<file path="config.mk">
export PLATFORM = sky130hd
export DESIGN_NAME = serial_sub
export DESIGN_NICKNAME = d
export VERILOG_FILES = /design/src/rtl/sub_pkg.sv /design/src/rtl/full_sub.sv /design/src/rtl/serial_sub.sv
export SDC_FILE = /design/constraint.sdc
export NUM_CORES = 1
export LEC_CHECK = 0
export ABC_AREA = 1
export CORE_ASPECT_RATIO = 1.1
export CORE_MARGIN = 5
export CORE_UTILIZATION = 50
export CTS_BUF_LIST = sky130_fd_sc_hd__clkbuf_4 sky130_fd_sc_hd__clkbuf_8
export DETAILED_ROUTE_END_ITERATION = 12
export PLACE_DENSITY = 0.83
export SYNTH_ARGS = -nofsm -noshare
export SYNTH_HDL_FRONTEND = slang
export SYNTH_SLANG_ARGS = --single-unit
export TNS_END_PERCENT = 100
</file>
<file path="constraint.sdc">
create_clock -name clk -period 3 [get_ports clk]
set_input_delay 0.75 -clock clk [delete_from_list [all_inputs] [get_ports clk]]
set_output_delay 0.75 -clock clk [all_outputs]
set_load 0.02 [all_outputs]
</file>
<file path="src/rtl/sub_pkg.sv">
// Shared types and constants for the bit-serial subtractor.
package sub_pkg;

    typedef enum logic [1:0] {
        IDLE = 2'd0,
        RUN  = 2'd1,
        DONE = 2'd2
    } state_t;

    localparam int SUB_W_DEF = 8;

endpackage

</file>
<file path="src/rtl/full_sub.sv">
// One-bit full subtractor: x - y - bi, built from two half-subtractor stages.
module full_sub (
    input  logic x,
    input  logic y,
    input  logic bi,
    output logic d,
    output logic bo
);

    logic d1;
    logic b1;
    logic b2;

    assign d1 = x ^ y;
    assign b1 = ~x & y;
    assign d  = d1 ^ bi;
    assign b2 = ~d1 & bi;
    assign bo = b1 | b2;

endmodule

</file>
<file path="src/rtl/serial_sub.sv">
// Bit-serial unsigned subtractor: d = (a - b) mod 2^W, one bit per clock, LSB first,
// with a start/busy/done handshake.
module serial_sub
    import sub_pkg::*;
#(
    parameter int W = SUB_W_DEF
) (
    input  logic         clk,
    input  logic         rst_n,
    input  logic         start,
    input  logic [W-1:0] a,
    input  logic [W-1:0] b,
    output logic         busy,
    output logic         done,
    output logic [W-1:0] d,
    output logic         bout
);

    localparam int            CW   = $clog2(W);
    localparam logic [CW-1:0] LAST = CW'(W - 1);

    state_t        state_q;
    logic [W-1:0]  sa_q;
    logic [W-1:0]  sb_q;
    logic [W-1:0]  sr_q;
    logic          br_q;
    logic [CW-1:0] cnt_q;
    logic [W-1:0]  d_q;
    logic          bout_q;
    logic          done_q;

    logic          x;
    logic          bo;
    logic [W-1:0]  sr_d;

    full_sub u_cell (
        .x  (sa_q[0]),
        .y  (sb_q[0]),
        .bi (br_q),
        .d  (x),
        .bo (bo)
    );

    assign sr_d = {x, sr_q[W-1:1]};

    always_ff @(posedge clk or negedge rst_n) begin
        if (!rst_n) begin
            state_q <= IDLE;
            sa_q    <= '0;
            sb_q    <= '0;
            sr_q    <= '0;
            br_q    <= 1'b0;
            cnt_q   <= '0;
            d_q     <= '0;
            bout_q  <= 1'b0;
            done_q  <= 1'b0;
        end else begin
            case (state_q)
                IDLE: begin
                    if (start) begin
                        sa_q    <= a;
                        sb_q    <= b;
                        br_q    <= 1'b0;
                        cnt_q   <= '0;
                        state_q <= RUN;
                    end
                end
                RUN: begin
                    sa_q <= sa_q >> 1;
                    sb_q <= sb_q >> 1;
                    sr_q <= sr_d;
                    br_q <= bo;
                    // Results are published only on the final bit so d/bout never show partial values.
                    if (cnt_q == LAST) begin
                        d_q     <= sr_d;
                        bout_q  <= bo;
                        done_q  <= 1'b1;
                        state_q <= DONE;
                    end else begin
                        cnt_q <= cnt_q + CW'(1);
                    end
                end
                DONE: begin
                    done_q  <= 1'b0;
                    state_q <= IDLE;
                end
                default: begin
                    state_q <= IDLE;
                end
            endcase
        end
    end

    assign busy = (state_q != IDLE);
    assign done = done_q;
    assign d    = d_q;
    assign bout = bout_q;

endmodule
</file>
==> reports/metrics.yaml, run 1 <==
cts:
  path_clk_slew_ns: 0.11
  clk_latency_ns: 0.34
  ctsResizeCount: 0
  htree_levels: 2
  cts_sinks: 39
  cts_tree: "done"
  postCtsHoldBufs: 0
  postCtsSetupBuffers: 0
  cts-buffers-inserted: 5
  cts_buffer_depth: 2
  cts_root_buf: "clkbuf_4"
sta:
  drv_slew: 0
  setup_viol: 0
  skew_ns: 0.00906
  tns_ns: 0
  worst_pin_slew_ns: 0.873
  period_needed_ns: 2.37
  rsz0062_at_grt: "false"
  hold_viol_final: 0
  fin_crit_sh_pct: 78.9
  fin_ws_ns: 0.634
  fmax_ghz: 0.423
  relSlewSlack_pct: 41.7
detailed_routing:
  num_vias: 1399
  drc: 0
  dr.pass1.iters: 5
  wirelength_mm: 3.34
  final_antenna_net_count: 0
  routedWlPerCell_um: 11.6
  drt_iter0_drc: 124
  routed_via_density: 4.84
finish:
  nets: 262
  drive_gt1_share_pct: 9.96
  area_growth_pct: 20.9
  seq_area_sq_um: 976
  fill_cells: 302
  multi_input_area_sq_um: 682
  fin_util_pct: 63.7
  antenna_cells: 0
  design_area_sq_mm: 0.00216
floorplanning:
  start_util_pct: 52.7
  rows: 22
  die_h_um: 72.7
  die_area_sq_mm: 0.00486
  coreArea_sq_mm: 0.00339
  pin_count: 30
  die_w_um: 67.0
synthesis:
  synth_fp_nets: 234
  syn_area_sq_mm: 0.00178
  ys_types: 16
  syn_inst: 212
  syn_avg_cell_area_sq_um: 8.42
  yosysSeqAreaShare_pct: 54.7
  ys_warn_count: 0
  ys_ff_latch: 39
critical_path:
  worst_setup_path_start_kind: "flop"
  critPathRequiredTime_ns: 2.25
  path_class: "reg2out"
  slowest_stage: "clkdlybuf4s50_1"
  cp.arrival_ns: 1.62
  crit_path_max_incr_delay_ns: 0.54
  critPathCaptureType: "primary output"
  critPathTopFamily: "buffers and inverters"
  path_buf_inv: 2
  worstPathMaxFanout: 4
  critical_path.cell_chain: "nor2_1 > inv_1 > clkdlybuf4s50_1"
placed_design:
  dp_hpwl_mm: 2.31
  globalplace.congestion: 0.784
  dpl_cell_area_sq_mm: 0.00207
  portBuffers: 29
  dpl_worst_slack_ns: 0.798
grt:
  grt_overflow: 0
  grt.total_usage_pct: 16.0
  grt_start_max_net_pins: 40
  antenna_found_initial: 0
  grt_pass1_vias: 1344
  grt_pass1_wl_mm: 5.98
min_path:
  min_path_type: "in2async"
power_and_ir_drop:
  p_leak_nw: 1.12
  ir_worst_vdd_v: 0.000578
  powerDensity_mw_per_mm2: 1030
outcome:
  status: "complete, no violations"
run:
  drv_cap: 0
==> placed cells by master, fill, tap and decap left out <==
cell / n
o21ai_2: 8
inv_2: 3
bufinv_16: 1
nor2_1: 2
clkbuf_4: 5
buf_2: 1
inv_1: 13
fa_1: 1
o21ai_4: 1
buf_4: 1
nand2_1: 104
nor2_2: 1
nand3_1: 19
clkdlybuf4s50_1: 28
dfrtp_1: 39
clkbuf_8: 1
nand2_2: 1
clkinv_2: 1
ha_1: 2
o21ai_0: 9
==> path summary, 6_finish.rpt <==
check                            from       end  slack (ns)  cells after the start
hold / removal                  rst_n  cnt_q[0]        0.49                      1
setup reg to reg           state_q[1]  cnt_q[1]        1.14                      5
hold reg to reg               sa_q[7]   sa_q[7]        0.49                      2
max in group asynchronous       rst_n      d[7]        1.98                      1
setup / recovery           state_q[1]      busy        0.63                      3
min in group clk              sa_q[7]   sa_q[7]        0.49                      2
==> logic make-up (layout without fill, tap and decap cells) <==
family	count (synthesis)	in the layout	synth area share, %
and+or+nand+nor	127	127	28.3
DFF	39	39	54.7
buffers and inverters	25	54	7.08
AOI/OAI and AO/OA	18	18	7.36
adders and majority gates	3	3	2.52
==> synth_stat cells, drive strengths merged <==
cell type | count | area, sq um
nand3 | 19 | 95.1
o21ai | 18 | 131
nand2 | 105 | 397
fa | 1 | 20.0
inv | 16 | 60.1
ha | 2 | 25.0
dfrtp | 39 | 976
nor2 | 3 | 13.8
buf | 9 | 66.3
==> registers in the layout, indices dropped and copies added (netlist names) <==
signal and cells:
d 8, sa_q 8, sb_q 8, sr_q 7, cnt_q 3, state_q 2
bout 1, br_q 1, done 1
==> area by class of cell <==
class / instances / area share (%)
clock buffer: 6 / 2.38
clock inverter: 2 / 1.62
inverter: 16 / 2.78
multi-input combinational: 148 / 31.6
sequential: 39 / 45.2
tap: 48 / 2.78
timing repair buffer: 30 / 13.6
==> report_power, final <==
part           internal [mW]  leakage [nW]  switching (mW)
clock network          0.197        0.0482           0.169
logic                  0.380         0.580           0.592
registers              0.757         0.494           0.127
total                   1.33          1.12           0.888
==> per-layer routing <==
| metal | vias up | routed length (um) | GRT usage, % |
|---|---|---|---|
| met1 | 644 | 1450 | 21.1 |
| met3 | 7 | 249 | 5.86 |
| met5 | - | 0 | 0 |
| met2 | 37 | 1590 | 24.4 |
| met4 | 0 | 53 | 5.41 |
| li1 | 711 | - | - |
==> metrics by stage <==
stage / instances / hold slack, ns / power, mW
after floorplan: 212 / 0.442 / 1.59
after global placement: 281 / 0.456 / 1.85
after detailed placement: 281 / 0.466 / 1.89
after CTS: 289 / 0.492 / 2.26
after global routing: 289 / 0.510 / 2.45
final: 289 / 0.490 / 2.22
==> worst register-to-register path, cell delays in order (launching register included) <==
cell,delay (ns)
dfrtp_1,0.43
inv_2,0.25
nand2_1,0.60
nor2_1,0.38
nand2_1,0.08
nand2_1,0.07
Note: power is estimated with default switching activity, not from simulation.
==> run 2, diff against run 1 <==
Settings changed: CORE_UTILIZATION 50 to 49, PLACE_DENSITY 0.83 to 0.84.
Clock period 3 ns to 2 ns, I/O delays scaled along.
==> run 2 against run 1 <==
Count of clock-buffer cells in the layout unchanged. Register-to-register slack worse by 0.69 ns. Global-route usage up 0.87 points. Final cell count up 1.4%. Highest routed layer unchanged. Critical path type unchanged. Combinational power up 57%. Flip-flop and latch count unchanged. Non-clock buffer count up 4. Utilization down 2.5 points. Setup slack worse by 0.41 ns.
==> reports/metrics.yaml, run 2 (synthesis results as in run 1) <==
placed_design:
  portBuffers: 29  # unchanged
  dpl_worst_slack_ns: 0.270  # was 0.798 ns
  globalplace.congestion: 0.762  # was 0.784
  dp_hpwl_mm: 2.52  # was 2.31 mm
power_and_ir_drop:
  share_comb_of_total_power_pct: 45.6  # was 43.8%
  p_seq_share_pct: 39.7  # was 39.8%
  pwr-share-clk_pct: 14.7  # was 16.4%
  p_leak_nw: 1.14  # was 1.12 nW
  powerDensity_mw_per_mm2: 1530  # was 1030 mW/mm^2
  power.switching_mw: 1.36  # was 888 uW
  swShare_pct: 40.6  # was 40.0%
  p_int_mw: 1.99  # was 1.33 mW
  ir_worst_vdd_v: 0.000697  # was 0.000578 V
min_path:
  min_path_type: "in2async"  # unchanged
cts:
  postCtsHoldBufs: 0  # unchanged
  path_clk_slew_ns: 0.06  # was 0.11 ns
  cts_tree: "done"  # unchanged
  cts_root_buf: "clkbuf_8"  # was clkbuf_4
  cts_buffer_depth: 2  # unchanged
  htree_levels: 2  # unchanged
  cts-buffers-inserted: 5  # unchanged
  clk_latency_ns: 0.29  # was 0.34 ns
  cts_sinks: 39  # unchanged
detailed_routing:
  num_vias: 1425  # was 1,399
  routed_via_density: 4.86  # was 4.84
  met1_length_mm: 1.49  # was 1.45 mm
  wirelength_mm: 3.65  # was 3.34 mm
  final_antenna_net_count: 0  # unchanged
  routedWlPerCell_um: 12.5  # was 11.6 um
  dr.pass1.iters: 4  # was 5
  route.met3.wl_um: 241  # was 249 um
  top_layer: "met4"  # unchanged
  dr_wl_met2_mm: 1.88  # was 1.59 mm
  drc: 0  # unchanged
  drt_iter0_drc: 120  # was 124
critical_path:
  path_buf_inv: 1  # was 2
  worstRegToRegCells: 6  # was 5
  cp.arrival_ns: 1.27  # was 1.62 ns
  critPathCaptureType: "primary output"  # unchanged
  critical_path.cell_chain: "clkdlybuf4s50_1"  # was nor2_1 > inv_1 > clkdlybuf4s50_1
  path_class: "reg2out"  # unchanged
  critPathTopFamily: "buffers and inverters"  # unchanged
  worst_setup_path_start_kind: "flop"  # unchanged
  crit_path_max_incr_delay_ns: 0.62  # was 0.54 ns
  cp.depth: 1  # was 3
  slowest_stage: "clkdlybuf4s50_1"  # unchanged
  worstPathMaxFanout: 2  # was 4
  critPathRequiredTime_ns: 1.50  # was 2.25 ns
sta:
  rsz0062_at_grt: "false"  # unchanged
  relSlewSlack_pct: 67.8  # was 41.7%
  setup_viol: 0  # unchanged
  period_needed_ns: 1.77
  fmax_ghz: 0.564
  fin_ws_ns: 0.226  # was 0.634 ns
  fin_crit_sh_pct: 88.7
  skew_ns: 0.00334  # was 0.00906 ns
  worst_pin_slew_ns: 0.483  # was 0.873 ns
  hold_viol_final: 0  # unchanged
  tns_ns: 0  # unchanged
  drv_slew: 0  # unchanged
finish:
  area_growth_pct: 22.4  # was 20.9%
  final_common_cell: "nand2_1"  # unchanged
  nets: 266  # was 262
  antenna_cells: 0  # unchanged
  fin_util_pct: 61.2  # was 63.7%
  layout_common_cells: "nand2_1 (104), dfrtp_1 (39), clkdlybuf4s50_1 (27)"  # was nand2_1 (104), dfrtp_1 (39), clkdlybuf4s50_1 (28)
  drive_gt1_share_pct: 11.1  # was 9.96%
grt:
  grt_overflow: 0  # unchanged
  antenna_found_initial: 0  # unchanged
  grt_pass1_vias: 1458  # was 1,344
  grt_pass1_wl_mm: 6.29  # was 5.98 mm
  grt.total_usage_pct: 16.9  # was 16.0%
  grt_start_max_net_pins: 40  # unchanged
run:
  drv_cap: 0  # unchanged
floorplanning:
  die_w_um: 67.5  # was 67.0 um
  pin_count: 30  # unchanged
  coreArea_sq_mm: 0.00357  # was 0.00339 sq mm
  start_util_pct: 50.0  # was 52.7%
  die_h_um: 73.3  # was 72.7 um
  die_area_sq_mm: 0.00495  # was 0.00486 sq mm
  rows: 23  # was 22
outcome:
  status: "complete, no violations"  # unchanged
-- run 2: cell types whose count changed in the layout (fill, tap and decap cells not counted), sizes merged --
cell           change
buf                +4
bufinv             -1
clkdlybuf4s50      -1
clkinv             -1
dlymetal6s2s       +1
-- run 2: worst register-to-register path: cells and delay by family (launching register included) --
| family | cells | cell delay [ns] |
|---|---|---|
| fa+ha+maj | 2 | 0.43 |
| buf+inv | 1 | 0.13 |
| flops | 1 | 0.40 |
| simple gates | 3 | 0.50 |
-- run 2: what timing repair did --
action                                 in CTS  in global routing
setup endpoints to repair                   1                  1
setup buffers                               0                  0
resized for setup                           1                  1
endpoints found under the hold margin       0                  0
-- run 2: final timing paths --
| check | start | slack, ns | endpoint |
|---|---|---|---|
| setup / recovery | done | 0.23 | done |
| min in group clk | sa_q[3] | 0.48 | sa_q[3] |
| hold / removal | rst_n | 0.26 | sa_q[4] |
| hold reg to reg | sa_q[3] | 0.48 | sa_q[3] |
| max in group asynchronous | rst_n | 1.41 | sa_q[6] |
| setup reg to reg | cnt_q[0] | 0.45 | d[0] |
-- run 2: final cells by class --
class	instances	area [sq um]
clock buffer	6	76.3
inverter	16	60.1
fill	334	1380
tap	50	62.6
sequential	39	976
timing repair buffer	34	325
multi-input combinational	148	684
-- run 2: metal layers --
| layer | vias up | track usage (%) |
|---|---|---|
| met3 | 9 | 6.27 |
| li1 | 713 | - |
| met5 | - | 0 |
| met1 | 668 | 19.9 |
| met2 | 35 | 27.9 |
| met4 | 0 | 6.31 |
-- run 2: power groups by stage --
| stage | Combinational (mW) | Sequential (mW) | Clock, mW |
|---|---|---|---|
| global route | 1.75 | 1.37 | 0.543 |
| CTS | 1.56 | 1.33 | 0.509 |
| detailed placement | 1.54 | 1.34 | 0 |
| finish | 1.53 | 1.33 | 0.491 |
| floorplan | 0.977 | 1.41 | 0 |
| global placement | 1.48 | 1.33 | 0 |
-- run 2: metrics by stage --
stage | cells | hold slack (ns) | power [mW] | cell area, sq um
after floorplan | 212 | 0.204 | 2.39 | 1780
after global placement | 287 | 0.464 | 2.81 | 2100
after detailed placement | 287 | 0.467 | 2.88 | 2100
after CTS | 293 | 0.268 | 3.40 | 2180
after global routing | 293 | 0.296 | 3.66 | 2180
final | 293 | 0.256 | 3.35 | 2180
==> run 3, diff against run 2 <==
Settings changed: TNS_END_PERCENT 100 to not set.
==> results of run 3 <==
Final layout, timing and power as in run 2 (identical DEF).
